## src/rtl/regwrite_queue_if.sv

```systemverilog
// Bundle of the regwrite_queue handshake, register-file and lookup signals.
// master: producers/decode side; slave: the queue itself.
interface regwrite_queue_if #(
  parameter int WIDTH = 32,
  parameter int DEPTH = 4,
  parameter int ADDR  = 5
);
  localparam int CW = $clog2(DEPTH) + 1;

  // source A (pipeline writeback, always accepted)
  logic             a_valid;
  logic [ADDR-1:0]  a_reg;
  logic [WIDTH-1:0] a_data;

  // source B (long-latency units, valid/ready)
  logic             b_valid;
  logic             b_ready;
  logic [ADDR-1:0]  b_reg;
  logic [WIDTH-1:0] b_data;

  // register-file write port
  logic             regwrite;
  logic [ADDR-1:0]  wreg;
  logic [WIDTH-1:0] wdata;

  // forwarding lookup
  logic [ADDR-1:0]  rreg1;
  logic [ADDR-1:0]  rreg2;
  logic             hit1;
  logic             hit2;
  logic [WIDTH-1:0] fwd1;
  logic [WIDTH-1:0] fwd2;

  // occupancy
  logic [CW-1:0]    count;

  modport master (
    output a_valid, a_reg, a_data,
    output b_valid, b_reg, b_data,
    input  b_ready,
    input  regwrite, wreg, wdata,
    output rreg1, rreg2,
    input  hit1, hit2, fwd1, fwd2,
    input  count
  );

  modport slave (
    input  a_valid, a_reg, a_data,
    input  b_valid, b_reg, b_data,
    output b_ready,
    output regwrite, wreg, wdata,
    input  rreg1, rreg2,
    output hit1, hit2, fwd1, fwd2,
    output count
  );
endinterface

```

## src/rtl/regwrite_queue.sv

```systemverilog
// regwrite_queue: merges pipeline writeback (A) and long-latency writeback (B)
// into one program-ordered register-file write stream, one write per cycle.
// Optional macro REGWQ_FWD_EN builds the in-flight forwarding lookup
// (hit1/hit2/fwd1/fwd2); without it those outputs are tied to zero.
module regwrite_queue #(
  parameter int WIDTH = 32,
  parameter int DEPTH = 4,
  parameter int ADDR  = 5
) (
  input logic           clk,
  input logic           reset,
  regwrite_queue_if.slave bus
);
  localparam int PW = $clog2(DEPTH);
  localparam int CW = PW + 1;

  logic [ADDR-1:0]  q_reg  [DEPTH];
  logic [WIDTH-1:0] q_data [DEPTH];
  logic [PW-1:0]    head;
  logic [PW-1:0]    tail;
  logic [CW-1:0]    count;

  logic             regwrite_q;
  logic [ADDR-1:0]  wreg_q;
  logic [WIDTH-1:0] wdata_q;

  logic             b_ready_c;
  logic             na;
  logic             nb;
  logic             pop;

  // Enqueue/drain qualifiers; register-0 writes are acknowledged but dropped.
  always_comb begin
    b_ready_c = (count != CW'(DEPTH));
    na        = bus.a_valid && (bus.a_reg != '0);
    nb        = bus.b_valid && b_ready_c && (bus.b_reg != '0);
    pop       = (count != '0);
  end

  // Entry storage: A takes the tail slot, B the slot after it when both arrive.
  always_ff @(posedge clk) begin
    if (!reset) begin
      if (na) begin
        q_reg[tail]  <= bus.a_reg;
        q_data[tail] <= bus.a_data;
      end
      if (nb) begin
        q_reg[tail + PW'(na)]  <= bus.b_reg;
        q_data[tail + PW'(na)] <= bus.b_data;
      end
    end
  end

  // Pointers and occupancy; count disambiguates full from empty.
  always_ff @(posedge clk) begin
    if (reset) begin
      head  <= '0;
      tail  <= '0;
      count <= '0;
    end else begin
      head  <= head + PW'(pop);
      tail  <= tail + PW'(na) + PW'(nb);
      count <= count + CW'(na) + CW'(nb) - CW'(pop);
    end
  end

  // Output stage: pop the head into the register-file write port.
  always_ff @(posedge clk) begin
    if (reset) begin
      regwrite_q <= 1'b0;
      wreg_q     <= '0;
      wdata_q    <= '0;
    end else if (pop) begin
      regwrite_q <= 1'b1;
      wreg_q     <= q_reg[head];
      wdata_q    <= q_data[head];
    end else begin
      regwrite_q <= 1'b0;
    end
  end

  assign bus.b_ready  = b_ready_c;
  assign bus.regwrite = regwrite_q;
  assign bus.wreg     = wreg_q;
  assign bus.wdata    = wdata_q;
  assign bus.count    = count;

`ifdef REGWQ_FWD_EN
  logic [ADDR-1:0]  lk_rreg [2];
  logic             lk_hit  [2];
  logic [WIDTH-1:0] lk_fwd  [2];
  logic [PW-1:0]    lk_idx;

  assign lk_rreg[0] = bus.rreg1;
  assign lk_rreg[1] = bus.rreg2;

  // Lookup scans oldest to youngest and lets later matches overwrite, which
  // yields the same result as a youngest-first search with first-match wins.
  always_comb begin
    lk_idx = '0;
    for (int unsigned p = 0; p < 2; p++) begin
      lk_hit[p] = 1'b0;
      lk_fwd[p] = '0;
      if (lk_rreg[p] != '0) begin
        if (regwrite_q && (wreg_q == lk_rreg[p])) begin
          lk_hit[p] = 1'b1;
          lk_fwd[p] = wdata_q;
        end
        for (int unsigned i = 0; i < DEPTH; i++) begin
          lk_idx = head + PW'(i);
          if ((CW'(i) < count) && (q_reg[lk_idx] == lk_rreg[p])) begin
            lk_hit[p] = 1'b1;
            lk_fwd[p] = q_data[lk_idx];
          end
        end
      end
    end
  end

  assign bus.hit1 = lk_hit[0];
  assign bus.hit2 = lk_hit[1];
  assign bus.fwd1 = lk_fwd[0];
  assign bus.fwd2 = lk_fwd[1];
`else
  logic unused_rreg;
  assign unused_rreg = ^{bus.rreg1, bus.rreg2};

  assign bus.hit1 = 1'b0;
  assign bus.hit2 = 1'b0;
  assign bus.fwd1 = '0;
  assign bus.fwd2 = '0;
`endif

endmodule

```

## src/flat_wrapper.sv

```systemverilog
// flat-port wrapper written by rule: the top's interface ports become plain ports
module regwrite_queue_flat 
#(
  parameter int WIDTH = 32,
  parameter int DEPTH = 4,
  parameter int ADDR  = 5
)
  (clk, reset, bus_a_valid, bus_a_reg, bus_a_data, bus_b_valid, bus_b_reg, bus_b_data, bus_b_ready, bus_regwrite, bus_wreg, bus_wdata, bus_rreg1, bus_rreg2, bus_hit1, bus_hit2, bus_fwd1, bus_fwd2, bus_count);
  regwrite_queue_if #(.WIDTH(WIDTH), .DEPTH(DEPTH), .ADDR(ADDR)) bus_i ();
  input logic clk;
  input logic reset;
  input wire logic [$bits(bus_i.a_valid)-1:0] bus_a_valid;
  input wire logic [$bits(bus_i.a_reg)-1:0] bus_a_reg;
  input wire logic [$bits(bus_i.a_data)-1:0] bus_a_data;
  input wire logic [$bits(bus_i.b_valid)-1:0] bus_b_valid;
  input wire logic [$bits(bus_i.b_reg)-1:0] bus_b_reg;
  input wire logic [$bits(bus_i.b_data)-1:0] bus_b_data;
  output wire logic [$bits(bus_i.b_ready)-1:0] bus_b_ready;
  output wire logic [$bits(bus_i.regwrite)-1:0] bus_regwrite;
  output wire logic [$bits(bus_i.wreg)-1:0] bus_wreg;
  output wire logic [$bits(bus_i.wdata)-1:0] bus_wdata;
  input wire logic [$bits(bus_i.rreg1)-1:0] bus_rreg1;
  input wire logic [$bits(bus_i.rreg2)-1:0] bus_rreg2;
  output wire logic [$bits(bus_i.hit1)-1:0] bus_hit1;
  output wire logic [$bits(bus_i.hit2)-1:0] bus_hit2;
  output wire logic [$bits(bus_i.fwd1)-1:0] bus_fwd1;
  output wire logic [$bits(bus_i.fwd2)-1:0] bus_fwd2;
  output wire logic [$bits(bus_i.count)-1:0] bus_count;
  assign bus_i.a_valid = bus_a_valid;
  assign bus_i.a_reg = bus_a_reg;
  assign bus_i.a_data = bus_a_data;
  assign bus_i.b_valid = bus_b_valid;
  assign bus_i.b_reg = bus_b_reg;
  assign bus_i.b_data = bus_b_data;
  assign bus_b_ready = bus_i.b_ready;
  assign bus_regwrite = bus_i.regwrite;
  assign bus_wreg = bus_i.wreg;
  assign bus_wdata = bus_i.wdata;
  assign bus_i.rreg1 = bus_rreg1;
  assign bus_i.rreg2 = bus_rreg2;
  assign bus_hit1 = bus_i.hit1;
  assign bus_hit2 = bus_i.hit2;
  assign bus_fwd1 = bus_i.fwd1;
  assign bus_fwd2 = bus_i.fwd2;
  assign bus_count = bus_i.count;
  regwrite_queue #(.WIDTH(WIDTH), .DEPTH(DEPTH), .ADDR(ADDR)) u_core (.clk(clk), .reset(reset), .bus(bus_i));
endmodule
```

## config.mk

```make
export PLATFORM = sky130hd
export DESIGN_NAME = regwrite_queue_flat
export DESIGN_NICKNAME = d
export VERILOG_FILES = /design/src/rtl/regwrite_queue_if.sv /design/src/rtl/regwrite_queue.sv /design/src/flat_wrapper.sv
export SDC_FILE = /design/constraint.sdc
export NUM_CORES = 1
export LEC_CHECK = 0
export ABC_AREA = 0
export CELL_PAD_IN_SITES_DETAIL_PLACEMENT = 1
export CELL_PAD_IN_SITES_GLOBAL_PLACEMENT = 1
export CORE_MARGIN = 4
export CORE_UTILIZATION = 40
export DETAILED_ROUTE_END_ITERATION = 8
export PLACE_DENSITY = 0.74
export SYNTH_ARGS = -nofsm -noshare
export SYNTH_HDL_FRONTEND = slang
export SYNTH_SLANG_ARGS = --single-unit
```

## constraint.sdc

```tcl
create_clock -name clk -period 10.7 [get_ports clk]
set_input_delay 2.14 -clock clk [delete_from_list [all_inputs] [get_ports clk]]
set_output_delay 2.14 -clock clk [all_outputs]
set_load 0.01 [all_outputs]
```

# Word level (Yosys, flattened, before mapping)
# Memory sizes are Yosys's and may differ from the RTL's. A register that Yosys moved wholly into a read port is not among the register bits.
# Index checks and enable logic that the tools add are counted.
[word_totals]
reg_bits = 8
mem_bits_ro = 0
ramBits = 148
elab_cells = 26
n_memories = 2
latchBits = 0
[classes]
n_eq_ne = 1
n_div = 0
n_mux = 7
multipliers = 0
n_bitwise = 0
n_addsub = 6
n_reduce_logical = 6
shifts = 0
n_lt_le_gt_ge = 0
[mem_list]
columns = ["memory", "depth", "width", "rd", "rd_ports_with_merged_regs", "write_ports", "line", "text"]
rows = [
  ["u_core.q_data", 4, 32, 1, 1, 2, "regwrite_queue.sv:18", "logic [WIDTH-1:0] q_data [DEPTH];"],
  ["u_core.q_reg", 4, 5, 1, 1, 2, "regwrite_queue.sv:17", "logic [ADDR-1:0] q_reg [DEPTH];"],
]
[op_table]
columns = ["op", "count"]
rows = [
  ["5-bit nonzero test", 2],
  ["1-bit two-way mux", 7],
  ["2-bit by 1-bit adder with 2-bit output", 3],
  ["3-bit by 1-bit adder with 3-bit output", 2],
  ["1-bit logical AND", 3],
  ["3-bit inequality test, second input constant", 1],
  ["3-bit nonzero test", 1],
  ["3-bit by 1-bit subtractor with 3-bit output", 1],
]

# Depth between registers and ports, before layout
# Gate-level depths: netlist (run 1).
[logic_depth]
depth_word = 6
depth_mapped = 10

# Worst setup path before layout (run 1)
# OpenSTA, ideal clock, no wires.
[synth_timing]
kind = "input port to flip-flop"
start = "input reset"
end = "memory u_core.q_data[0][0] (enable)"
slack_ns = 4.874
stages = 4
t_required_ns = 10.213
n_path_buf = 1
arrival_time_ns = 5.339
path_cell_list = "clkbuf_1 inv_1 o211ai_1 o31ai_1"
[synth_lines]
columns = ["element", "line", "text"]
rows = [
  ["from (decl)", "flat_wrapper.sv:11", "input logic reset;"],
  ["to (decl)", "regwrite_queue.sv:18", ""],
]

==> results of run 1 <==
==> worst max-delay path, delay by kind of cell <==
family | cells | cell delay, ns
AOI/OAI and AO/OA | 2 | 1.19
xor gates and xnor gates | 1 | 0.39
and+or+nand+nor | 2 | 1.43
buffers and inverters | 1 | 0.50
adders and majority gates | 1 | 0.22
==> final cells by class <==
cell class	count	area, µm²
antenna	1	2.50
clock buffer	18	429
clock inverter	14	144
fill	2359	12200
inverter	9	33.8
multi-input combinational	401	3710
sequential	193	5350
tap	319	399
timing repair buffer	125	1230
==> cell usage in the layout (no fill, tap or decap), types with 2 or more instances in the layout <==
cell type	instances
clkinvlp_4	2
nand2_1	74
clkbuf_16	17
conb_1	66
and3_4	2
buf_4	6
nor2b_1	3
or4_1	2
inv_1	8
dfxtp_1	43
mux2_2	110
clkdlybuf4s50_1	118
xnor2_1	4
clkinv_4	2
ha_1	4
inv_6	5
fa_1	2
edfxtp_1	148
inv_8	3
mux4_2	37
a21oi_1	37
mux2_4	38
nor2_1	7
==> cell families (layout without fill, tap and decap cells) <==
kind of cell             count (synthesis)  in the layout  share of synthesized area (%)
AO/OA/AOI/OAI                           44             44                           2.55
XOR/XNOR                                 5              5                          0.460
adder cells (fa/ha/maj)                  6              6                          0.947
buffers and inverters                  112            166                           7.83
flip-flops                             193            193                           56.2
multiplexers                           185            185                           27.8
other                                    1             67                         0.0394
AND/OR/NAND/NOR                         95             95                           4.25
==> power by group through the flow <==
stage,Clock [mW],Combinational [mW],Sequential [mW]
after CTS,0.643,0.847,1.14
final,0.634,0.828,1.13
after floorplan,0,0.551,1.10
after detailed placement,0,0.841,1.15
after global routing,0.682,0.901,1.16
after global placement,0,0.820,1.14
==> cells in the mapped netlist (2+ instances only) <==
cell / number / area share [%]
or4_1: 2 / 0.16
nand2_1: 75 / 3.0
nor2b_1: 3 / 0.20
buf_6: 6 / 0.71
ha_1: 4 / 0.53
fa_1: 2 / 0.42
clkbuf_1: 16 / 0.63
mux4_2: 37 / 8.8
buf_2: 8 / 0.42
mux2_2: 110 / 13
edfxtp_1: 148 / 47
mux2_4: 38 / 6.0
dfxtp_1: 45 / 9.5
buf_4: 72 / 5.7
nor2_1: 7 / 0.28
inv_1: 9 / 0.35
and3_4: 2 / 0.24
a21oi_1: 37 / 1.9
xnor2_1: 4 / 0.37
==> metal layers <==
| metal | routed length (µm) | GRT usage [%] |
|---|---|---|
| met5 | 0 | 0 |
| met2 | 11800 | 31.7 |
| met3 | 1020 | 3.70 |
| met4 | 259 | 4.19 |
| met1 | 9640 | 21.8 |
==> metrics by stage <==
stage,util (%),hold WS (ns),setup WS [ns]
after floorplan,-,0.476,4.87
after global placement,45.7,0.442,4.45
after detailed placement,45.7,0.444,4.35
after CTS,48.1,0.463,4.81
after global routing,48.1,0.482,4.70
final,48.1,0.456,4.84
==> worst paths after layout <==
path | start | endpoint | slack (ns)
worst min register to register | u_core.bus.wreg[0] | u_core.bus.wreg[0] | 0.46
worst max register to register | u_core.tail[0] | u_core.q_data[3][18] | 7.50
worst min-delay path | u_core.bus.wreg[0] | u_core.bus.wreg[0] | 0.46
worst max-delay path | bus_a_reg[0] | u_core.q_data[3][18] | 4.84
==> results.cfg, run 1 <==
[outcome]
status = finished, final reports clean

[power_and_ir_drop]
swShare_pct = 32.3
leakage_nw = 3.95
combPwrFrac_pct = 32.0
ir_drop_uv = 102
p_seq_share_pct = 43.5
total_power_mw = 2.59
power_density_nw_per_um2 = 229
p_int_mw = 1.75
power_switching_mw = 0.836
clkPwrFrac_pct = 24.5

[route]
wirelength_um = 22800
drc = 0
via_count = 5471
drtIter0Drc = 224
dr.pass1.iters = 4
wl_per_cell_um = 21.1
vias_per_cell = 5.07
postRouteAntennaNets = 0

[critical_path]
critPathArrivalTime_ns = 5.91
worst_setup_path_start_kind = primary input
crit_fanout = 38
path_class = primary input to register
required_ns = 10.75
cpMaxStageDelayCell = a41o_2
slowest_delay_ns = 0.95
worstPathCellList = clkdlybuf4s50_1, or4_1, o21a_1, ha_1, xor2_1, and3_4, a41o_2
critPathCaptureType = register
reg2reg_depth = 4

[yosys]
syn_inst = 641
yosys_warnings = 0
synth.avg_cell_area_um2 = 14.8
syn_area_um2 = 9520
synth-edff-count = 148
synth-seq-area-share_pct = 56.2
yosys_register_bits = 193
synth_top_flop_cell = edfxtp_1
synth_cell_types = 35
async_reset_ff_share_pct = 0

[sta]
tightest_slew_ns = 1.20
rsz0062_at_grt = no
fin_crit_ns = 5.86
fin_crit_sh_pct = 54.7
final_hold_viol_count = 0
fin_tns_setup_ns = 0
finClkSkew_ns = 0.0126
timing.fmax_ghz = 0.171
drv_slew = 0
relSlewSlack_pct = 20.2
final-setup-viol-count = 0

[floorplanning]
die_h_um = 162
core_um2 = 23500
dieArea_um2 = 26300
rows = 56
dieWidth_um = 162
io_pins = 196
start_util_pct = 40.5

[global_routing]
antenna_found_initial = 1
grt_pass1_vias = 6077
grt_pass1_wl_um = 35100
grtUsageTotal_pct = 17.7
globalRouteOverflowTotal = 0
grt_max_degree = 47

[placement]
dp_hpwl_um = 13700
placed_area_um2 = 10700
gp_congestion = 0.737
portBuffers = 119
dp_cells = 1047

[final_layout]
area_growth_pct = 18.7
fin_cells = 1080
layout.nets = 841
drive_gt1_share_pct = 31.1
design_area_um2 = 11300
largest_reg_flops = 128

[cts]
numCtsBuffers = 17
cts_tree = done
clock-sinks = 193
postCtsSetupBuffers = 0
cts_resized = 0
clk_pin_slew_ns = 0.08
clkLatencyLatePin_ns = 0.44
root_buffer = clkbuf_16
cts_max_level = 4
cts_buffer_depth = 2
cts_hold_buf = 0

[min_path]
hold_depth = 2
hold_path_class = register to register

[run]
max_cap_viol_count = 0
Note: power is estimated with default switching activity, not from simulation.
==> inputs of run 2 (changes only) <==
==> constraint.sdc (replaced) <==
create_clock -name clk -period 5.5 [get_ports clk]
set_input_delay 1.1 -clock clk [delete_from_list [all_inputs] [get_ports clk]]
set_output_delay 1.1 -clock clk [all_outputs]
set_load 0.01 [all_outputs]
==> results.cfg, run 2 (synthesized netlist as in run 1, its figures left out) <==
[outcome]
status = finished, final reports clean

[final_layout]
design_area_um2 = 11300
area_growth_pct = 19.0
antennaDiodeCount = 0
final_common_cell = edfxtp_1
drive_gt1_share_pct = 31.2
fin_cells = 1084
layout.nets = 846
most-common-layout-cells = 148 x edfxtp_1, 118 x clkdlybuf4s50_1, 110 x mux2_2, 74 x nand2_1, 66 x conb_1
largest_reg_flops = 128

[placement]
dp_hpwl_um = 14600
portBuffers = 119
gp_congestion = 0.719
dp_cells = 1052
placed_area_um2 = 10800

[global_routing]
grt_pass1_vias = 6086
grt_pass1_wl_um = 36200
met2_usage_pct = 32.7
grt_max_degree = 46
met3_usage_pct = 3.55
grtUsageTotal_pct = 18.2
grt_busiest_layer = met2
globalRouteOverflowTotal = 0
grt_util_met1_pct = 22.8
antenna_found_initial = 0

[cts]
clock-sinks = 193
cts_max_level = 4
root_buffer = clkbuf_16
cts_hold_buf = 0
cts_tree = done
numCtsBuffers = 17
clkLatencyLatePin_ns = 0.43
clk_pin_slew_ns = 0.07
cts_resized = 0
cts_buffer_depth = 2
postCtsSetupBuffers = 0

[sta]
drv_slew = 0
timing.fmax_ghz = 0.233
final-setup-viol-count = 0
final_hold_viol_count = 0
fin_crit_ns = 4.30
rsz0062_at_grt = no
fin_tns_setup_ns = 0
tightest_slew_ns = 1.24
fin_crit_sh_pct = 78.1
relSlewSlack_pct = 17.3
finClkSkew_ns = 0.0180
whs_ns = 0.456

[route]
vias_per_cell = 5.05
drc = 0
postRouteAntennaNets = 0
via_count = 5470
drtIter0Drc = 283
wl_per_cell_um = 21.7
wirelength_um = 23500
dr.pass1.iters = 4

[critical_path]
critPathArrivalTime_ns = 4.47
critPathCaptureType = register
path_class = primary input to register
reg2reg_depth = 5
crit_fanout = 25
worst_setup_path_start_kind = primary input
required_ns = 5.67

[floorplanning]
io_pins = 196
rows = 56
start_util_pct = 40.5
dieArea_um2 = 26300
core_um2 = 23500
dieWidth_um = 162
die_h_um = 162

[min_path]
hold_depth = 2
hold_path_class = register to register

[run]
max_cap_viol_count = 0

[power_and_ir_drop]
leakage_nw = 3.97
power_density_nw_per_um2 = 442
ir_drop_uv = 199
==> run 2: cell types whose count changed in the layout (fill, tap and decap cells not counted), sizes merged <==
cell      before  now
clkinv         3    6
clkbuf        18   20
inv           17   11
clkinvlp       2    3
diode          1    0
buf            7   12
==> run 2: stage by stage <==
stage	util, %	total power [mW]	setup WS, ns
final	48.3	5.01	1.20
after global placement	45.9	3.84	0.843
after detailed placement	45.9	3.91	0.759
after floorplan	-	3.21	0.714
after global routing	48.3	5.30	1.02
after CTS	48.3	5.09	1.20
==> run 2: cell type report <==
class / instances / area (µm²)
Multi-Input combinational cell: 401 / 3710
Inverter: 9 / 33.8
Tap cell: 319 / 399
Clock buffer: 20 / 437
Clock inverter: 12 / 110
Fill cell: 2358 / 12100
Timing Repair Buffer: 130 / 1290
Sequential cell: 193 / 5350
==> run 2: per-layer routing <==
layer / routed length (µm) / vias to the layer above
met1: 9720 / 2800
met5: 0 / -
met4: 188 / 0
met2: 12200 / 181
met3: 1350 / 13
li1: - / 2476
==> run 2: power breakdown <==
part,leakage (nW),switching (mW),internal (mW)
logic,1.98,0.786,0.839
registers,1.73,0.263,1.94
clock network,0.258,0.552,0.627
total,3.97,1.60,3.41
==> run 2: worst max-delay path, cell delays in order <==
cell and delay (ns):
clkdlybuf4s50_1 0.50, or4_1 0.64, o21a_1 0.25, ha_1 0.22
xor2_1 0.36, nor2_1 0.10, nand2_2 0.39, buf_4 0.50
mux2_2 0.39
==> run 2: path summary, 6_finish.rpt <==
| path | to | slack, ns | startpoint |
|---|---|---|---|
| setup / recovery | u_core.q_data[0][2] | 1.20 | bus_a_reg[0] |
| hold reg to reg | u_core.bus.wdata[25] | 0.46 | u_core.bus.wdata[25] |
| setup reg to reg | u_core.q_data[0][2] | 2.78 | u_core.bus.count[2] |
| hold / removal | u_core.bus.wdata[25] | 0.46 | u_core.bus.wdata[25] |
